### src/rtl/demux_1_to_2_16bit_buf_pkg.sv
// Shared constants for the 1-to-2 buffered stream demultiplexer.
// Holds the select encoding and the default geometry of the output FIFOs.
package demux_1_to_2_16bit_buf_pkg;

  localparam logic SEL_OUT0 = 1'b0;
  localparam logic SEL_OUT1 = 1'b1;

  localparam int DEFAULT_WIDTH = 16;
  localparam int DEFAULT_DEPTH = 2;

endpackage

### src/rtl/demux_1_to_2_16bit_buf_fifo_channel.sv
// One output channel: a small synchronous FIFO with an explicit occupancy counter.
// push/pop are qualified again here, so a push into a full FIFO or a pop from an empty one has no effect.
module demux_fifo_channel #(
  parameter int WIDTH = 16,
  parameter int DEPTH = 2,
  parameter int PTR_W = 1
) (
  input  logic             clk,
  input  logic             rst,
  input  logic             push,
  input  logic [WIDTH-1:0] push_data,
  output logic             full,
  input  logic             pop,
  output logic             valid,
  output logic [WIDTH-1:0] head_data,
  output logic [PTR_W:0]   occ
);

  localparam logic [PTR_W-1:0] PTR_ONE  = PTR_W'(1);
  localparam logic [PTR_W:0]   OCC_ONE  = (PTR_W+1)'(1);
  localparam logic [PTR_W:0]   OCC_FULL = (PTR_W+1)'(DEPTH);

  logic [WIDTH-1:0] r_mem [DEPTH];
  logic [PTR_W-1:0] r_wr_ptr;
  logic [PTR_W-1:0] r_rd_ptr;
  logic [PTR_W:0]   r_occ;

  logic w_do_push;
  logic w_do_pop;

  assign full      = (r_occ == OCC_FULL);
  assign valid     = (r_occ != '0);
  assign occ       = r_occ;
  assign head_data = r_mem[r_rd_ptr];

  assign w_do_push = push && !full && !rst;
  assign w_do_pop  = pop && valid && !rst;

  // NOTE: sequential state uses non-blocking (<=) so every register samples pre-edge values.
  always_ff @(posedge clk) begin
    if (rst) begin
      r_wr_ptr <= '0;
      r_rd_ptr <= '0;
      r_occ    <= '0;
    end else begin
      if (w_do_push) r_wr_ptr <= r_wr_ptr + PTR_ONE;
      if (w_do_pop)  r_rd_ptr <= r_rd_ptr + PTR_ONE;
      case ({w_do_push, w_do_pop})
        2'b10:   r_occ <= r_occ + OCC_ONE;
        2'b01:   r_occ <= r_occ - OCC_ONE;
        default: r_occ <= r_occ;
      endcase
    end
  end

  // NOTE: storage has no reset; valid is derived from r_occ, so stale words are never exposed.
  always_ff @(posedge clk) begin
    if (w_do_push) r_mem[r_wr_ptr] <= push_data;
  end

endmodule

### src/rtl/demux_1_to_2_16bit_buf.sv
// Streaming 1-to-2 demux: each input word is steered by in_sel into one of two output FIFOs.
// in_ready looks only at the selected FIFO's full flag, never at the output readies.
module demux_1_to_2_16bit_buf
  import demux_1_to_2_16bit_buf_pkg::*;
#(
  parameter int WIDTH = DEFAULT_WIDTH,
  parameter int DEPTH = DEFAULT_DEPTH,
  parameter int PTR_W = $clog2(DEPTH)
) (
  input  logic             clk,
  input  logic             rst,
  input  logic             in_valid,
  input  logic [WIDTH-1:0] in_data,
  input  logic             in_sel,
  output logic             in_ready,
  output logic             out0_valid,
  output logic [WIDTH-1:0] out0_data,
  input  logic             out0_ready,
  output logic             out1_valid,
  output logic [WIDTH-1:0] out1_data,
  input  logic             out1_ready,
  output logic [PTR_W:0]   occ0,
  output logic [PTR_W:0]   occ1
);

  logic w_full0;
  logic w_full1;
  logic w_accept;
  logic w_push0;
  logic w_push1;
  logic w_pop0;
  logic w_pop1;

  assign in_ready = (in_sel == SEL_OUT1) ? !w_full1 : !w_full0;
  assign w_accept = in_valid && in_ready;
  assign w_push0  = w_accept && (in_sel == SEL_OUT0);
  assign w_push1  = w_accept && (in_sel == SEL_OUT1);
  assign w_pop0   = out0_valid && out0_ready;
  assign w_pop1   = out1_valid && out1_ready;

  demux_fifo_channel #(
    .WIDTH (WIDTH),
    .DEPTH (DEPTH),
    .PTR_W (PTR_W)
  ) u_ch0 (
    .clk       (clk),
    .rst       (rst),
    .push      (w_push0),
    .push_data (in_data),
    .full      (w_full0),
    .pop       (w_pop0),
    .valid     (out0_valid),
    .head_data (out0_data),
    .occ       (occ0)
  );

  demux_fifo_channel #(
    .WIDTH (WIDTH),
    .DEPTH (DEPTH),
    .PTR_W (PTR_W)
  ) u_ch1 (
    .clk       (clk),
    .rst       (rst),
    .push      (w_push1),
    .push_data (in_data),
    .full      (w_full1),
    .pop       (w_pop1),
    .valid     (out1_valid),
    .head_data (out1_data),
    .occ       (occ1)
  );

endmodule

### config.mk
export PLATFORM = sky130hd
export DESIGN_NAME = demux_1_to_2_16bit_buf
export DESIGN_NICKNAME = d
export VERILOG_FILES = /design/src/rtl/demux_1_to_2_16bit_buf_pkg.sv /design/src/rtl/demux_1_to_2_16bit_buf_fifo_channel.sv /design/src/rtl/demux_1_to_2_16bit_buf.sv
export SDC_FILE = /design/constraint.sdc
export NUM_CORES = 1
export LEC_CHECK = 0
export ABC_AREA = 1
export BUFFER_PORTS_ARGS = -buffer_cell sky130_fd_sc_hd__buf_2
export CORE_MARGIN = 5
export CORE_UTILIZATION = 58
export DETAILED_ROUTE_END_ITERATION = 16
export PLACE_DENSITY = 0.84
export SETUP_SLACK_MARGIN = 0.3
export SLEW_MARGIN = 5
export SYNTH_ARGS = -nofsm -noshare
export SYNTH_HDL_FRONTEND = slang
export SYNTH_SLANG_ARGS = --single-unit
export TNS_END_PERCENT = 1
### constraint.sdc
create_clock -name clk -period 4.7 [get_ports clk]
set_input_delay 0 -clock clk [delete_from_list [all_inputs] [get_ports clk]]
set_output_delay 0 -clock clk [all_outputs]
set_load 0.02 [all_outputs]
After elaboration in Yosys (flattened, before gate mapping)
Memory sizes are Yosys's and may differ from the RTL's. A register that Yosys moved wholly into a read port is not among the register bits.
Cells that the tools add are included.
{"block": "word_totals", "latchBits": 0, "register_bits": 8, "out_inout_bits": 39, "mem_bits_rw": 64, "mem_count": 2, "mem_bits_ro": 0, "input_bits": 22}
{"block": "op_classes", "bitwise": 1, "n_addsub": 8, "reduce_logical": 20, "n_mul": 0, "div": 0, "mux": 11, "shift": 0, "n_eq_ne": 6, "order_cmp": 0}
{"memory": "u_ch0.r_mem", "depth": 2, "word_bits": 16, "read_ports": 1, "rd_ports_with_merged_regs": 1, "wr": 1, "line": "demux_1_to_2_16bit_buf_fifo_channel.sv:23", "rtl": "logic [WIDTH-1:0] r_mem [DEPTH];"}
{"memory": "u_ch1.r_mem", "depth": 2, "word_bits": 16, "read_ports": 1, "rd_ports_with_merged_regs": 1, "wr": 1, "line": "demux_1_to_2_16bit_buf_fifo_channel.sv:23"}
{"operator": "logical AND 1 bit", "count": 13}
{"operator": "2-to-1 mux 1 bit", "count": 9}
{"operator": "== test 2 bit (second input constant)", "count": 4}
{"operator": "one-hot mux 2 bit (2 select lines)", "count": 2}
{"operator": "nonzero test 2 bit", "count": 4}
{"operator": "adder 1 bit (second input constant)", "count": 4}
{"operator": "adder 2 x 1 -> 2 bit (second input constant)", "count": 2}
{"operator": "== test 2 x 1 -> 1 bit (second input constant)", "count": 2}
{"operator": "subtractor 2 x 1 -> 2 bit (second input constant)", "count": 2}
{"operator": "logical NOT 1 bit", "count": 3}
{"operator": "inverter 1 bit", "count": 1}

Longest topological paths before layout
Gate-level depths: netlist (run 1).
{"block": "logic_depth", "word_depth": 9, "depth_mapped": 10}

Cells and area by module
Synthesis (run 1) repeated with hierarchy kept, for this count alone.
{"block": "unflattened", "hier_cells": 193, "area_unflattened_um2": 2984.1}
{"module": "demux_fifo_channel", "cells_per_inst": 90, "area_per_inst_um2": 1465.2, "n_inst": 2}
{"module": "demux_1_to_2_16bit_buf", "cells_per_inst": 13, "area_per_inst_um2": 53.8, "n_inst": 1}

Worst setup path after synthesis (run 1)
No wires, ideal clock.
{"block": "synth_timing", "kind": "reg-to-reg", "from": "reg u_ch1.r_occ[0], in the netlist u_ch1.occ[0]", "to": "mem u_ch1.r_mem[0][0], enable pin", "n_path_buf": 0, "required_time_ns": 4.311, "arrival_ns": 1.543, "path_slack_ns": 2.768, "setup_ns": 0.389, "stages_incl_launch_ff": 7, "period_less_slack_ns": 1.932, "path_cell_list": "dfxtp_1 > inv_2 > nand2_1 > nand2_2 > nor2_2 > inv_2 > nor2_1"}
{"block": "synth_between", "elab_chain_cells": 9}
{"element": "start: declaration", "line": "demux_1_to_2_16bit_buf_fifo_channel.sv:26", "rtl": "logic [PTR_W:0] r_occ;"}
{"element": "start signal: assignment", "line": "demux_1_to_2_16bit_buf_fifo_channel.sv:49", "rtl": "2'b10: r_occ <= r_occ + OCC_ONE;"}
{"element": "start signal: assignment", "line": "demux_1_to_2_16bit_buf_fifo_channel.sv:50", "rtl": "2'b01: r_occ <= r_occ - OCC_ONE;"}
{"element": "start signal: assignment", "line": "demux_1_to_2_16bit_buf_fifo_channel.sv:51", "rtl": "default: r_occ <= r_occ;"}
{"element": "== test 2 bit *", "line": "demux_1_to_2_16bit_buf_fifo_channel.sv:31", "rtl": "assign full = (r_occ == OCC_FULL);"}
{"element": "logical NOT 1 bit *", "line": "demux_1_to_2_16bit_buf_fifo_channel.sv:36, demux_1_to_2_16bit_buf.sv:34"}
{"element": "2-to-1 mux 1 bit", "line": "demux_1_to_2_16bit_buf.sv:34", "rtl": "assign in_ready = (in_sel == SEL_OUT1) ? !w_full1 : !w_full0;"}
{"element": "logical AND 1 bit", "line": "demux_1_to_2_16bit_buf.sv:35", "rtl": "assign w_accept = in_valid && in_ready;"}
{"element": "logical AND 1 bit", "line": "demux_1_to_2_16bit_buf.sv:37", "rtl": "assign w_push1 = w_accept && (in_sel == SEL_OUT1);"}
{"element": "logical AND 1 bit * (2 in a row)", "line": "demux_1_to_2_16bit_buf_fifo_channel.sv:36", "rtl": "assign w_do_push = push && !full && !rst;"}
{"element": "2-to-1 mux 1 bit *", "line": "demux_1_to_2_16bit_buf_fifo_channel.sv:58", "rtl": "if (w_do_push) r_mem[r_wr_ptr] <= push_data;"}
{"element": "2-to-1 mux 1 bit (not written as such) *", "line": "demux_1_to_2_16bit_buf_fifo_channel.sv:58"}
{"element": "end: declaration", "line": "demux_1_to_2_16bit_buf_fifo_channel.sv:23"}
Mark *: on every way between the ends. The rest lies on a longest branch, timed or not.

==> results of run 1 <==
-- cell usage in the layout (no fill, tap or decap), types with 3 or more instances in the layout --
cell type	netlist	routed
dfxtp_1	10	10
clkbuf_8	0	9
mux2_4	20	20
nor2_2	3	5
inv_1	9	9
nand2_1	12	12
buf_2	0	60
edfxtp_1	64	64
a21oi_1	6	6
inv_2	3	3
nor2_1	16	14
mux2_2	12	12
dlygate4sd3_1	0	16
-- repair_timing --
| item | in CTS | in global routing |
|---|---|---|
| buffers inserted | 0 | 0 |
| hold buffers | 16 | 0 |
| endpoints found under the hold margin | 64 | 0 |
-- sequential cells by signal, summed over array words and instances (netlist names), named ones only --
signal / count
u_ch0.r_mem: 32
u_ch1.r_rd_ptr: 1
u_ch1.r_mem: 32
u_ch0.occ: 2
u_ch0.r_wr_ptr: 1
u_ch1.occ: 2
u_ch1.r_wr_ptr: 1
u_ch0.r_rd_ptr: 1
-- power groups by stage --
stage | logic, mW | registers (mW) | clock network [mW]
after global routing | 0.148 | 0.751 | 0.567
final | 0.137 | 0.748 | 0.522
after floorplan | 0.0956 | 0.754 | 0
after detailed placement | 0.128 | 0.763 | 0
after CTS | 0.138 | 0.749 | 0.532
after global placement | 0.125 | 0.762 | 0
-- worst max-delay path: cells and delay by family (launching register included) --
family,cells,cell delay (ns)
DFF,1,0.98
muxes,1,0.43
buffers and inverters,1,0.16
-- routing by layer --
layer	vias up	track usage [%]	part of all wire [%]
met2	65	28.8	51
met4	0	5.91	0.81
li1	793	-	-
met1	779	21.5	43
met5	-	0	0
met3	6	6.32	5.3
-- how the worst max path moves through the flow --
stage                            start                 end  slack, ns  depth (start not counted)
after floorplan           u_ch1.occ[0]   u_ch1.r_mem[0][0]       2.77                          6
after CTS                    flip-flop        out0_data[0]       2.75                          2
after detailed placement  u_ch0.occ[0]  u_ch0.r_mem[0][13]       2.85                          6
after global placement    u_ch0.occ[0]  u_ch0.r_mem[0][13]       2.94                          6
after global routing         flip-flop        out0_data[0]       2.65                          2
final                        flip-flop        out0_data[0]       2.78                          2
-- logic make-up after synthesis --
| group | count (synthesis) | synth area share [%] |
|---|---|---|
| multiplexers | 32 | 14.9 |
| AND/OR/NAND/NOR | 40 | 6.08 |
| AO/OA/AOI/OAI | 10 | 1.88 |
| buffers and inverters | 16 | 3.68 |
| flip-flops | 74 | 72.6 |
| adder cells (fa/ha/maj) | 2 | 0.856 |
-- through the flow --
| stage | utilization, % | instance area (µm²) | worst slack, ns | hold WS (ns) |
|---|---|---|---|---|
| floorplan | - | 2920 | 2.77 | 0.0989 |
| global placement | 67.5 | 3250 | 2.94 | 0.218 |
| detailed placement | 67.5 | 3250 | 2.85 | 0.222 |
| CTS | 75.3 | 3630 | 2.75 | 0.0278 |
| global route | 75.3 | 3630 | 2.65 | 0.0548 |
| finish | 75.3 | 3630 | 2.78 | 0.0517 |
-- cell type report --
class | instances | share of cell area [%]
Inverter | 12 | 1.24
Clock buffer | 9 | 3.41
Sequential cell | 74 | 58.5
Clock inverter | 7 | 2.59
Multi-Input combinational cell | 84 | 19.2
Timing Repair Buffer | 76 | 12.7
Tap cell | 67 | 2.31
==> summary.txt, run 1 <==
Critical path
  – Worst r2r src: u_ch0.occ[0]
  – Setup crit end kind: output pin
  – Reg-to-reg critical path endpoint: u_ch0.r_mem[0][9]
  – Startpoint Class: flip-flop
  – Slowest CP cell: dfxtp_1
  – R2R cell count: 6
  – Worst Path Required: between 4 and 5 ns
  – CP cell instances: mux2_2 > buf_2
  – Critical Path Max Stage Delay: 0.98 ns
  – R2R Setup Slk: 2.87 ns
  – Crit path kind: flip-flop to output pin
  – Worst-path fanout max: 16
  – Crit path DAT: 1.92 ns

Global routing
  – Global-route wire length before repair: roughly 8.2 mm
  – Vias in the first global route: 1711
  – Antenna violations before repair: 0
  – Grt ovf: 0
  – Pin count of the biggest net entering global routing: 17
  – GRT Total Usage: approximately 18%

Place
  – Dpl cells: 297
  – Placer Congestion: 0.822
  – IO Port Bufs: 60
  – Detailed placement HPWL: between 3 and 4 mm

Die
  – I/O Pins: 61
  – Die ar.: 6560 µm²
  – Core area: 4820 µm²
  – Initial Utilization: about three fifths
  – Die width: 81.0 µm
  – Die height: 81.0 µm
  – FP Rows: 25

CTS
  – Clock Sinks: 74
  – Clk_lat worst skew: 0.34 ns
  – CTS Root Cell: clkbuf_8
  – Clk slew on worst S/H paths: ~0.07 ns
  – CTS tree: done
  – # H-tree levels: 3
  – TritonCTS buffer count: 9
  – CTS max path bufs: 2
  – Post-CTS resize count: 0

Detailed routing
  – DR iter-0 viols: 74
  – Drt first pass iters: 4
  – Remaining antenna violation count: 0
  – Drt drc: 0
  – Via count: 1643
  – Drt wl/cell: 15.7 µm
  – Vias/cell: approximately 5.0
  – DRT Wirelength: 5.18 mm

Finish
  – Register area: 2120 µm²
  – # diodes: 0
  – Layout cell share with drive strength beyond 1: 45.4%
  – Multi-input gate area: 698 µm²
  – FILL cells: between 300 and 400
  – Finished Layout Cells: 329
  – Final nets: 281
  – Layout area overhead: 24.1%

STA
  – RSZ-0062 raised after global routing: false
  – Final worst-path cycle share: about two fifths
  – Setup violators final: 0
  – Least-Margin Pin Slew: 0.994 ns
  – Fin. max-slew vios: 0
  – Fmax: 522 MHz
  – Clock skew: about 0.007 ns
  – Post-route setup TNS: 0 ns
  – Crit path time final: 1.92 ns
  – Slew headroom: 33.7%
  – Final Hold Vio Count: 0

Synthesis
  – Main synth FF type: edfxtp_1
  – Synth area leader: edfxtp_1
  – Mapped cell area: 2920 µm²
  – Asr flop ratio synth: 0%
  – Mapped Nets: 198
  – Yosys top cell area share: 65.8%
  – Area contributors post-synth: edfxtp_1 66%, mux2_4 10%, dfxtp_1 6.8%, mux2_2 4.6%, nor2_1 2.1%
  – EDFF count, synth: 64
  – Warnings from Yosys: 0
  – Most numerous cell in the Yosys netlist: edfxtp_1
  – Post-Synthesis Cells: roughly 170
  – Synth cell types: 20
  – Sequential area share after synthesis: 72.6%
  – Ranking of synthesized cells by instance count: 64 x edfxtp_1, 20 x mux2_4, 16 x nor2_1
  – Mapped Avg Cell Area: about 17 µm²
  – Flop and latch count out of synthesis: 74

Pwr
  – Int Pwr: 1.09 mW
  – Lkg Pwr: 1.43 nW
  – Clk network pwr share: 37.1%
  – Comb pwr share: 9.7%
  – Design Power: 1.41 mW
  – Switching part of the total: around 22%
  – Peak VDD IR: 0.262 mV
  – Seq pwr share: 53.2%
  – Pwr per Cell Area: 388 nW/µm²
  – Net Sw Power: 0.315 mW

Run status
  – Status: complete, no violations

Min path
  – Hold_sp: in_sel
  – Hold Path Sink: u_ch1.r_wr_ptr
  – Hold Path Class: primary input to flip-flop
  – Worst hold stages: 4

Run
  – Maximum capacitance violations: 0
No activity file was read; power rests on OpenSTA's default activity.
==> run 2: changes to the inputs <==
CORE_UTILIZATION = 48   (was 58)
PLACE_DENSITY = 0.74   (was 0.84)
clock period = 1.7 ns   (was 4.7 ns; I/O delays follow)
==> summary.txt, run 2 (same netlist as run 1, synthesis figures left out) <==
Die
  – Core area: around 5900 µm²
  – Die width: 88.0 µm
  – FP Rows: 28
  – Initial Utilization: 49.4%
  – Die ar.: approximately 7800 µm²
  – I/O Pins: 61
  – Die height: 88.0 µm

Detailed routing
  – Remaining antenna violation count: 0
  – DR iter-0 viols: 65
  – Drt wl/cell: 15.5 µm
  – DRT Wirelength: approximately 5.5 mm
  – Drt drc: 0
  – Drt first pass iters: 4
  – Vias/cell: ~5
  – Via count: 1714

Critical path
  – Worst r2r src: u_ch0.occ[0]
  – Setup crit end kind: flip-flop
  – Reg-to-reg critical path endpoint: u_ch0.r_mem[0][6]
  – Slowest CP cell: dfxtp_4
  – CP cell instances: inv_4 > nand2_4 > nand2_4 > nor2_4 > inv_2 > buf_4 > nor2_4 > buf_12
  – Crit path DAT: 1.44 ns
  – Critical Path Max Stage Delay: 0.37 ns
  – Startpoint Class: flip-flop
  – Critical path buffers and inverters: 4
  – Worst-path fanout max: 16
  – Crit path kind: flip-flop to flip-flop
  – R2R cell count: 8
  – Delay-heaviest family, CP: buffers and inverters
  – Worst Path Required: ~1.7 ns
  – R2R Setup Slk: 0.30 ns

Pwr
  – Lkg Pwr: roughly 1.5 nW
  – Peak VDD IR: ~0.43 mV
  – Pwr per Cell Area: about 960 nW/µm²

CTS
  – Clk_lat worst skew: 0.33 ns
  – TritonCTS buffer count: 9
  – # H-tree levels: 3
  – Clock Sinks: 74
  – CTS max path bufs: 2
  – Clk slew on worst S/H paths: approximately 0.070 ns
  – CTS tree: done
  – CTS Root Cell: clkbuf_8

STA
  – Least-Margin Pin Slew: 0.266 ns
  – Post-route setup TNS: 0 ns
  – Hold slack final: 0.0556 ns
  – Clock skew: between 0.007 and 0.008 ns
  – Final worst-path cycle share: 82.6%
  – Fin. max-slew vios: 0
  – Fmax: 712 MHz
  – Final Hold Vio Count: 0
  – Crit path time final: 1.40 ns
  – Slew headroom: 82.2%
  – Setup ws final: 0.296 ns
  – Setup violators final: 0
  – RSZ-0062 raised after global routing: true

Place
  – Place WS: 0.239 ns
  – DP Area: 3390 µm²
  – IO Port Bufs: 60
  – Dpl cells: 312
  – Detailed placement HPWL: approximately 3.4 mm
  – Placer Congestion: between 0.7 and 0.8

Run
  – Maximum capacitance violations: 0

Min path
  – Worst hold stages: 4
  – Hold_sp: out1_ready
  – Hold Path Class: primary input to flip-flop

Finish
  – Layout cell share with drive strength beyond 1: a little over half
  – Largest registers: u_ch0.r_mem: 32 flops, u_ch1.r_mem: 32 flops
  – Layout area overhead: 32.6%
  – # diodes: 0
  – Commonest non-fill, non-tap cell in the layout: edfxtp_1
  – FILL cells: about 430
  – Finished Layout Cells: approximately 350
  – Final nets: 297
  – Most used cells in the layout excluding fill and tap cells: 64 x edfxtp_1, 60 x buf_2, 20 x mux2_4
  – Final design area excluding fillers: 3870 µm²

Global routing
  – Pin count of the biggest net entering global routing: 17
  – Vias in the first global route: 1720
  – Grt ovf: 0
  – Global-route wire length before repair: 8.34 mm
  – Antenna violations before repair: 0
  – GRT Total Usage: between 10% and 20%

Run status
  – Status: complete, no violations
-- run 2: how the worst max path moves through the flow --
stage | start | to | cells after the start
3_5_place_dp | u_ch0.occ[0] | u_ch0.occ[1] | 9
6_report | u_ch0.occ[0] | u_ch0.r_mem[0][6] | 8
4_1_cts | flip-flop | out1_data[2] | 3
5_1_grt | u_ch0.occ[1] | u_ch0.occ[1] | 8
2_1_floorplan | u_ch0.occ[0] | u_ch0.occ[1] | 9
3_3_place_gp | u_ch0.occ[0] | u_ch0.occ[1] | 9
-- run 2: timing repair --
action / in CTS / in global routing
hold endpoints to repair: 64 / 0
hold buffers: 16 / 0
setup buffers: 5 / 4
endpoints found under the setup margin: 34 / 35
pin swaps: 2 / 7
gates resized for setup: 9 / 11
-- run 2: layout make-up --
cell class              instances  area (µm²)  share of cell area [%]
flip-flops and latches         74        2140                    55.2
clock inverters                 2        10.0                   0.258
well taps                      75        93.8                    2.42
clock buffers                  14         173                    4.46
repair buffers                 92         618                    16.0
inverters                      12        50.0                    1.29
multi-input cells              84         792                    20.4
-- run 2: report_power, final --
part / internal, mW / leakage (nW) / switching [mW] / total, mW
sequential: 2.02 / 0.666 / 0.0264 / 2.05
clock: 0.646 / 0.0965 / 0.565 / 1.21
combinational: 0.226 / 0.766 / 0.247 / 0.473
-- run 2: routing by layer --
metal	GRT usage, %	share of wire [%]	vias up	routed length [µm]
met5	0	0	-	0
met4	4.95	0.80	0	44
met3	4.80	7.0	5	386
met2	24.5	51	54	2810
met1	18.4	41	825	2230
li1	-	-	830	-
-- run 2: per-stage QoR --
stage,util (%),total power [mW]
3_5_place_dp,57.3,2.49
3_3_place_gp,57.3,2.48
2_1_floorplan,-,2.36
4_1_cts,64.2,3.75
6_report,65.4,3.73
5_1_grt,65.4,3.91
-- run 2: worst register-to-register path: stages, from the launching register on --
cell,delay (ns)
dfxtp_4,0.37
inv_4,0.04
nand2_4,0.06
nand2_4,0.06
nor2_4,0.11
inv_2,0.06
buf_4,0.14
nor2_4,0.09
buf_12,0.17
==> run 3: changes to the inputs <==
CORE_UTILIZATION = 54   (was 48)
PLACE_DENSITY = 0.79   (was 0.74)
clock period = 1.4 ns   (was 1.7 ns; I/O delays follow)
==> summary.txt, run 3 (same netlist as run 1, synthesis figures left out) <==
Pwr
  – Pwr per Cell Area: 1150 nW/µm²
  – Lkg Pwr: 1.64 nW
  – Peak VDD IR: 0.977 mV
  – Design Power: 4.79 mW

CTS
  – # H-tree levels: 3
  – Clk slew on worst S/H paths: 0.07 ns
  – Clock Sinks: 74
  – CTS tree: done
  – Clk_lat worst skew: 0.33 ns
  – TritonCTS buffer count: 9
  – CTS max path bufs: 2
  – CTS Root Cell: clkbuf_8

STA
  – Slew headroom: around 80%
  – Final Hold Vio Count: 0
  – Clock skew: 0.0101 ns
  – Fin. max-slew vios: 0
  – Post-route setup TNS: -0.899 ns
  – Fmax: 677 MHz
  – Setup violators final: 17
  – RSZ-0062 raised after global routing: true
  – Final worst-path cycle share: 106%
  – Least-Margin Pin Slew: between 0.2 and 0.3 ns
  – Crit path time final: 1.48 ns
  – Setup ws final: -0.0776 ns

Run status
  – Status: finished with violations
  – Failing checks: negative setup slack

Critical path
  – Slowest CP cell: dfxtp_4
  – Crit path kind: flip-flop to flip-flop
  – Critical Path Max Stage Delay: about 0.39 ns
  – CP cell instances: o21a_1 > inv_2 > nor2_2 > ha_4 > a21oi_4 > nand3_2 > nand2_1 > nor2_1
  – Crit path DAT: 1.70 ns
  – Startpoint Class: flip-flop
  – Worst-path fanout max: 4
  – Setup crit end kind: flip-flop
  – Worst Path Required: 1.63 ns

Finish
  – Most used cells in the layout excluding fill and tap cells: 64 x edfxtp_1, 36 x buf_2, 29 x mux2_4
  – FILL cells: 288
  – Layout cell share with drive strength beyond 1: 56.2%
  – # diodes: 0
  – Commonest non-fill, non-tap cell in the layout: edfxtp_1
  – Finished Layout Cells: 353
  – Final nets: 302
  – Layout area overhead: 42.0%
  – Largest registers: u_ch0.r_mem: 32 flops, u_ch1.r_mem: 32 flops
  – Final core occ: between 80 and 90%

Detailed routing
  – Vias/cell: 5.09
  – DRT Wirelength: approximately 6 mm
  – DR iter-0 viols: 158
  – Via count: 1796
  – Remaining antenna violation count: 0
  – Drt drc: 0
  – Drt first pass iters: 4
  – Drt wl/cell: 17.3 µm

Global routing
  – Antenna violations before repair: 0
  – Global-route wire length before repair: just under 9 mm
  – Grt ovf: 0
  – GRT Total Usage: 16.4%
  – Pin count of the biggest net entering global routing: 17
  – Vias in the first global route: approximately 1.8k

Die
  – FP Rows: 26
  – Die width: 83.6 µm
  – Die ar.: 6980 µm²
  – I/O Pins: 61
  – Core area: 5170 µm²
  – Die height: 83.6 µm
  – Initial Utilization: 56.5%

Place
  – Place WS: -0.0620 ns
  – IO Port Bufs: 60
  – Detailed placement HPWL: 3.49 mm
  – Placer Congestion: 0.816
  – Dpl cells: 310

Run
  – Maximum capacitance violations: 0

Min path
  – Hold Path Class: primary input to flip-flop
## run 3: cell types whose count changed in the layout (fill, tap and decap cells not counted), sizes merged
cell    previous run  this run
clkbuf            14        13
bufinv             0         1
buf               76        81
## run 3: path summary, 6_finish.rpt
check | startpoint | endpoint | slack [ns] | cells after the start
setup / recovery | u_ch0.occ[1] | u_ch0.occ[1] | -0.08 | 8
hold / removal | in_sel | u_ch1.r_wr_ptr | 0.08 | 4
setup reg to reg | u_ch0.occ[1] | u_ch0.occ[1] | -0.08 | 8
hold reg to reg | u_ch1.occ[0] | u_ch1.occ[0] | 0.50 | 2
## run 3: report_power, final
part,internal [mW],switching [mW]
clock network,0.914,0.705
registers,2.45,0.0330
logic,0.358,0.330
## run 3: critical path: cells and delay by family (launching register included)
kind / cells / cell delay [ns]
flops: 1 / 0.39
simple gates: 4 / 0.36
compound gates: 2 / 0.34
fa+ha+maj: 1 / 0.24
buf+inv: 1 / 0.05
## run 3: per-stage QoR
stage,cell area [µm²],hold slack [ns]
after floorplan,2990,0.0989
after global placement,3430,0.215
after detailed placement,3430,0.220
after CTS,3880,0.0431
after global routing,4150,0.0854
final,4150,0.0790
## run 3: timing repair
action                                 CTS  global route
setup endpoints to repair              103           103
cloned                                   2             0
pin swaps                                3             5
buffers inserted                         6             3
hold buffers                            16             0
gates resized for setup                 11            77
endpoints found under the hold margin   64             0
## run 3: area by class of cell
type / count / area, µm² / area share (%)
Clock buffer: 13 / 159 / 3.83
Clock inverter: 3 / 38.8 / 0.935
Inverter: 12 / 47.5 / 1.15
Multi-Input combinational cell: 84 / 828 / 20.0
Sequential cell: 74 / 2140 / 51.7
Tap cell: 70 / 87.6 / 2.11
Timing Repair Buffer: 97 / 843 / 20.3
## run 3: layer usage
layer / part of all wire, % / track usage [%]
met1: 41 / 19.8
met2: 53 / 27.4
met3: 5.3 / 5.92
met4: 0.87 / 5.12
met5: 0 / 0
